[src/rtl/nibble_rx_pkg.sv]
// Shared types and line levels for the nibble frame receiver.
package nibble_rx_pkg;

  typedef enum logic [1:0] {
    IDLE,
    DATA,
    PARITY,
    STOP
  } rx_state_t;

  localparam logic START_LVL = 1'b0;
  localparam logic STOP_LVL  = 1'b1;
  localparam logic IDLE_LVL  = 1'b1;

endpackage

[src/rtl/serial_shift_in.sv]
// LSB-first shift-in register with bit counter.
module serial_shift_in #(
  parameter int DATA_W = 4
) (
  input  logic              clk,
  input  logic              rst,
  input  logic              clr,
  input  logic              shift_en,
  input  logic              din,
  output logic [DATA_W-1:0] data,
  output logic              done
);

  localparam int CW = $clog2(DATA_W + 1);

  logic [CW-1:0] cnt;

  assign done = shift_en && (cnt == CW'(DATA_W - 1));

  always_ff @(posedge clk) begin
    if (rst || clr) begin
      data <= '0;
      cnt  <= '0;
    end else if (shift_en) begin
      for (int i = 0; i < DATA_W; i++) begin
        if (cnt == CW'(i)) data[i] <= din;
      end
      // wrap on the last bit so cnt stays within 0..DATA_W-1
      cnt <= done ? '0 : cnt + CW'(1);
    end
  end

endmodule

[src/rtl/nibble_frame_rx.sv]
// Framed serial receiver feeding a load-enabled register.
module nibble_frame_rx
  import nibble_rx_pkg::*;
#(
  parameter int DATA_W     = 4,
  parameter bit PARITY_EN  = 1'b1,
  parameter bit ODD_PARITY = 1'b0
) (
  input  logic              clk,
  input  logic              rst,
  input  logic              bit_tick,
  input  logic              rx_in,
  output logic [DATA_W-1:0] d_out,
  output logic              load_en,
  output logic              parity_err,
  output logic              frame_err,
  output logic              busy
);

  rx_state_t         state_q, state_d;
  logic              clr, shift_en, done;
  logic              par_q, par_ok;
  logic [DATA_W-1:0] sh_data;

  serial_shift_in #(.DATA_W(DATA_W)) u_shift (
    .clk      (clk),
    .rst      (rst),
    .clr      (clr),
    .shift_en (shift_en),
    .din      (rx_in),
    .data     (sh_data),
    .done     (done)
  );

  assign par_ok = !PARITY_EN ||
                  ((^{sh_data, par_q}) == ODD_PARITY);
  assign busy   = (state_q != IDLE);

  always_comb begin
    state_d  = state_q;
    clr      = 1'b0;
    shift_en = 1'b0;
    if (bit_tick) begin
      unique case (state_q)
        IDLE: begin
          if (rx_in == START_LVL) begin
            state_d = DATA;
            clr     = 1'b1;
          end
        end
        DATA: begin
          shift_en = 1'b1;
          if (done) state_d = PARITY_EN ? PARITY : STOP;
        end
        PARITY: state_d = STOP;
        STOP:   state_d = IDLE;
        default: state_d = IDLE;
      endcase
    end
  end

  always_ff @(posedge clk) begin
    if (rst) begin
      state_q    <= IDLE;
      par_q      <= 1'b0;
      d_out      <= '0;
      load_en    <= 1'b0;
      parity_err <= 1'b0;
      frame_err  <= 1'b0;
    end else begin
      load_en    <= 1'b0;
      parity_err <= 1'b0;
      frame_err  <= 1'b0;
      if (bit_tick) begin
        state_q <= state_d;
        if (state_q == PARITY) par_q <= rx_in;
        if (state_q == STOP) begin
          if (rx_in != STOP_LVL) begin
            frame_err <= 1'b1;
          end else if (par_ok) begin
            d_out   <= sh_data;
            load_en <= 1'b1;
          end else begin
            parity_err <= 1'b1;
          end
        end
      end
    end
  end

endmodule
[config.mk]
export PLATFORM = sky130hd
export DESIGN_NAME = nibble_frame_rx
export DESIGN_NICKNAME = d
export VERILOG_FILES = /design/src/rtl/nibble_rx_pkg.sv /design/src/rtl/serial_shift_in.sv /design/src/rtl/nibble_frame_rx.sv
export SDC_FILE = /design/constraint.sdc
export NUM_CORES = 1
export LEC_CHECK = 0
export ABC_AREA = 1
export CORE_UTILIZATION = 45
export DETAILED_ROUTE_END_ITERATION = 12
export PLACE_DENSITY_LB_ADDON = 0.08
export SYNTH_ARGS = -nofsm -noshare
export SYNTH_HDL_FRONTEND = slang
export SYNTH_SLANG_ARGS = --single-unit
export TNS_END_PERCENT = 1
[constraint.sdc]
create_clock -name clk -period 1.4 [get_ports clk]
set_input_delay 0.35 -clock clk [delete_from_list [all_inputs] [get_ports clk]]
set_output_delay 0.35 -clock clk [all_outputs]
set_load 0.02 [all_outputs]
==> After elaboration in Yosys (flattened, before gate mapping) <==
Cells that the tools add are included.
{ "totals": {"reg_bits": 17, "in_bits": 4, "out_inout_bits": 8, "wordCells": 50} }
{ "classes": {"add_sub_neg": 1, "eq_ne": 8, "mux": 11, "bitwise_logic": 4, "n_reduce_logical": 15} }
{ "op_table": {"columns": ["op", "count"], "rows": [
  ["$reduce_and A2 Y1", 5],
  ["$pmux W2 S4", 1],
  ["$mux W1", 7],
  ["$eq A3 B2 Y1 const B", 2],
  ["$reduce_xor A5 Y1", 1],
  ["$eq A2 B2 Y1 const B", 2],
  ["$mux W2", 2],
  ["$not A1 Y1", 4],
  ["$reduce_and A4 Y1", 1],
  ["$reduce_or A4 Y1", 1],
  ["$add A3 B1 Y3 const B", 1],
  ["$eq A3 B1 Y1 const B", 1],
  ["$logic_not A3 Y1", 1],
  ["$mux W3", 1],
  ["$reduce_and A3 Y1", 1],
  ["$reduce_or A3 Y1", 1],
  ["$eq A2 B1 Y1 const B", 1],
  ["$logic_not A2 Y1", 1],
  ["$ne A2 B1 Y1 const B", 1],
  ["$ne A2 B2 Y1 const B", 1],
  ["$reduce_bool A2 Y1", 1],
  ["$logic_and A1 B1 Y1", 1],
  ["$logic_or A1 B1 Y1", 1]
]} }

==> Logic depth before layout (Yosys ltp) <==
{ "logic_depth": {"ltp_word": 6, "mapped_depth": 10, "ltp_nobuf": 10} }

==> Hierarchy <==
From an unflattened synthesis, not the netlist that was laid out.
{ "unflattened": {"cells_unflattened": 134, "hier_area_um2": 979.7} }
{ "by_module_without_submodules": {"columns": ["module", "instances", "cells_per_inst", "area_per_inst_um2", "seq_area_each_um2"], "rows": [
  ["nibble_frame_rx", 1, 81, 610.6, 200.2],
  ["serial_shift_in", 1, 53, 369.1, 140.1]
]} }

==> Worst setup path before layout <==
OpenSTA, ideal clock, no wires.
{ "synth_timing": {"path_kind": "reg-to-reg", "startpoint": "register state_q[1]", "endpoint": "register state_q[0]", "setup_time_ps": 117, "arrival_ps": 1221, "required_time_ps": 1283, "slack_ps": 62, "stages_incl_launch_ff": 10, "path_buffers": 0, "synth_period_minus_slack_ps": 1338, "path_cell_list": "dfxtp_1 > inv_1 > ha_1 > nand2_2 > nor2_4 > nand2_2 > a21oi_2 > nand2_2 > nor3_1 > nor2_1"} }
{ "synth_via": {"elab_chain_len": 6, "elab_cells_between_ends": 11, "classes_between": "eq/ne: 5; mux: 3; reduce/logical: 3"} }
{ "synth_rtl": {"columns": ["element", "line", "rtl"], "rows": [
  ["from (decl)", "nibble_frame_rx.sv:20", "rx_state_t state_q, state_d;"],
  ["from (signal assigned)", "nibble_frame_rx.sv:75", "state_q <= state_d;"],
  ["$eq A2 B1 Y1", "nibble_frame_rx.sv:44", "unique case (state_q)"],
  ["$mux W1", "nibble_frame_rx.sv:44", null],
  ["$mux W1", "nibble_frame_rx.sv:43", "if (bit_tick) begin"],
  ["$logic_and A1 B1 Y1", "serial_shift_in.sv:18", "assign done = shift_en && (cnt == CW'(DATA_W - 1));"],
  ["$ne A2 B1 Y1 (no line)", null, null],
  ["$reduce_and A3 Y1 (no line)", null, null]
]} }
Parallel ways exist; a longest one is shown, timed or not.
A chain may end at the register's enable or synchronous reset.

==> Final worst setup path <==
Ends and elaborated chain as after synthesis.

==> out/summary.txt <==
drt wl/cell: 10.9 um
top-area cell type share of the netlist area: 37.2%
Reg2Reg Depth: 11
static leakage power: 0.605 nW
Starting DRT DRC Count: 9
post-route ant nets: 0
required time at the worst-slack endpoint: 1.62 ns
y dimension of the die: 47.1 um
root cell of the clock tree: clkbuf_4
clock buffer depth: 2
data arrival time at the worst-slack endpoint: 1.63 ns
Post-Syn Nets: 134
Netlist cell types: 20
VDD IR max: 507 uV
chain of cells forming the critical path: inv_2, buf_6, ha_4, nand2_4, nor2_4, nand2_2, a21oi_4, nand2_2, nand2_1, nand2_1, nor2_1
total design power: 0.000969 W
fraction of power consumed by the clock network: 25.8%
crit path capture type: register
sequential group share of total power: 52.0%
Sequential cell area: 344 sq um
FMAX: 707 MHz
switching pwr: 0.000258 W
Critical Path Stages: 11
DP Wirelength: 1.54 mm
fraction of layout instances using a drive strength above 1: 27.7%
pwr dens: 765 nW/um^2
internal power of the cells: 0.000710 W
slack of the worst reg-to-reg path: -0.01 ns
clk sinks: 17
worst clock skew on the final layout: 0.00865 ns
via count of the first global-routing pass: 781
number of H-tree levels: 1
run status: finished, violations left
Die Outline Area: 2220 sq um
area leader, netlist: dfxtp_1
cell area after technology mapping: 916 sq um
worst hold endpoint: d_out[3]
number of vias after detailed routing: 872
Net Sw Frac: 26.7%
slowest CP cell: dfxtp_2
hold slack: 0.452 ns
number of buffers inserted for hold repair after clock tree synthesis: 0
Vias per Instance: 4.84
Post-Syn Area per Cell: 7.51 sq um
Chip Width: 47.1 um
worst reg2reg path startpoint: state_q[1]
setup repair after global routing missed its margin: yes
Mapped Cells: 122
critical path launch point type: register
Worst Hold Depth: 2
aggregate global routing overflow: 0
Synth Register Bits: 17
diode count: 0
Hold Crit Start: d_out[3]
violations in the final reports: setup timing
# setup viols final: 2
Core Util, Final: 69.6%
area used by multi-input combinational logic: 531 sq um
number of antenna violations at the first check in global routing: 0
FP Rows: 15
net count reported at finish: 168
number of port buffers: 11
TritonCTS clock tree: yes
leading post-synthesis cells by cell area: dfxtp_1 37%, nand2_1 11%, ha_1 11%
total CTS buffers: 3
placeable core region: 1820 sq um
critical register-to-register path endpoint: state_q[0]
number of top-level pins: 12
gpl congestion: 0.851
transition time of the tightest slew-check pin: 0.242 ns
crit path buf inv count: 2
iteration count of the initial detailed-routing pass: 4
type of the worst setup path: register to register
growth of design area from synthesis to finish: 38.3%
Yosys Warn Count: 0
all-layer global routing usage: 20.1%
Seq/Total Area, Yosys: 37.2%
later-pin clock latency in the skew report: 0.28 ns
Final Hold Viols: 0
first-pass GRT wire length: 3.12 mm
largest stage delay on the critical path: 0.33 ns
CP delay by family, top: simple AND/OR/NAND/NOR gates
initial cell density of the core: 50.3%
cell total after placement: 176
Sum Neg Setup Slack: -0.0232 ns
# fillers: 171
max-cap viol count: 0
number of DRC violations after detailed routing: 0
Clock Pin Slew Worst Setup and Hold Paths: 0.10 ns
largest fanout of any net on the critical path: 3
Comb power frac: 22.2%
Final Cycle Share: 101%
post-CTS setup buffer count: 0
pin count of the biggest net entering global routing: 10
worst relative slew slack: 83.8%
time the worst path needs with I/O delays and setup: 1.41 ns
Final Slew Violations: 0
worst path setup slack after routing: -0.0140 ns
post-route insts no fill: 180
HP Class: register to register
sum of routed wire length over all layers: 1.96 mm
[routing by layer]
metal,share of wire (%),track usage (%)
met2,54,37.5
met5,0,0
met3,1.9,4.62
met1,43,23.0
met4,0.76,5.14
[sequential cells by signal, indices dropped and copies added, names as in the netlist]
signal	cells
d_out	4
frame_err	1
load_en	1
par_q	1
parity_err	1
state_q	2
u_shift.cnt	3
u_shift.data	4
[cell usage in the layout, fill, tap and decap left out, types with 2 or more instances in the layout]
| cell | synthesis | routed |
|---|---|---|
| clkbuf_4 | 0 | 3 |
| buf_4 | 1 | 18 |
| nand4_1 | 4 | 4 |
| dfxtp_1 | 17 | 14 |
| nor2_1 | 11 | 10 |
| inv_1 | 21 | 19 |
| a211oi_1 | 5 | 4 |
| nand2_1 | 28 | 28 |
| xor2_1 | 3 | 3 |
| xnor2_1 | 2 | 2 |
| dlygate4sd2_1 | 0 | 7 |
| clkdlybuf4s50_1 | 0 | 2 |
| inv_2 | 1 | 3 |
| dfxtp_2 | 0 | 3 |
| nand3_1 | 4 | 3 |
| nand3_2 | 1 | 2 |
| buf_6 | 0 | 2 |
| nand2_2 | 4 | 3 |
| ha_1 | 8 | 6 |
| a21oi_1 | 6 | 6 |
[worst max path at each step]
stage | start | end | slack (ns)
after floorplan | state_q[1] | state_q[0] | 0.06
after global placement | bit_tick | state_q[0] | -0.28
after detailed placement | bit_tick | state_q[0] | -0.31
after CTS | state_q[1] | state_q[0] | -0.05
after global routing | state_q[1] | state_q[0] | -0.1
final | state_q[1] | state_q[0] | -0.01
[worst register-to-register path, stage by stage, from the launching register on]
cell     delay, ns
dfxtp_2       0.33
inv_2         0.06
buf_6         0.09
ha_4          0.13
nand2_4       0.05
nor2_4        0.12
nand2_2       0.08
a21oi_4       0.17
nand2_2       0.09
nand2_1       0.07
nand2_1       0.06
nor2_1        0.10
[power groups by stage]
stage,Combinational (W),Sequential [W],Clock [W]
floorplan,0.0000946,0.000515,0
global placement,0.000184,0.000513,0
detailed placement,0.000190,0.000513,0
CTS,0.000195,0.000503,0.000262
global route,0.000234,0.000505,0.000279
finish,0.000215,0.000503,0.000250
[cells by family after synthesis]
| family | Yosys count | synth area share, % |
|---|---|---|
| AOI/OAI and AO/OA | 14 | 10.2 |
| xor gates and xnor gates | 5 | 4.78 |
| adders and majority gates | 8 | 10.9 |
| buffers and inverters | 23 | 9.84 |
| DFF | 17 | 37.2 |
| and+or+nand+nor | 55 | 27.0 |
[synth_stat cells]
master / instances
a211oi_1: 5
inv_1: 21
xor2_1: 3
nand2_2: 4
nand3_1: 4
nand4_1: 4
buf_4: 1
a21oi_2: 1
inv_2: 1
nor3_1: 2
nand3_2: 1
nor2_4: 1
nand2_1: 28
dfxtp_1: 17
nor2_1: 11
ha_1: 8
a21oi_1: 6
o21ai_0: 1
xnor2_1: 2
o31ai_2: 1
[final cells by class]
class,instances,area share (%)
tap,25,2.47
multi-input combinational,82,41.9
clock buffer,4,2.08
inverter,22,6.52
timing repair buffer,30,19.9
sequential,17,27.2
[metrics by stage]
stage,setup WS (ns),instance area (sq um)
3_3_place_gp,-0.282,1190
6_report,-0.0140,1270
5_1_grt,-0.0983,1270
3_5_place_dp,-0.307,1190
4_1_cts,-0.0484,1220
2_1_floorplan,0.0622,916
[timing repair]
| action | in CTS | in global routing |
|---|---|---|
| gates resized for setup | 17 | 12 |
| endpoints found under the hold margin | 0 | 0 |
| setup endpoints to repair | 12 | 13 |
| pin swaps | 1 | 4 |
No activity file was read; power rests on OpenSTA's default activity.
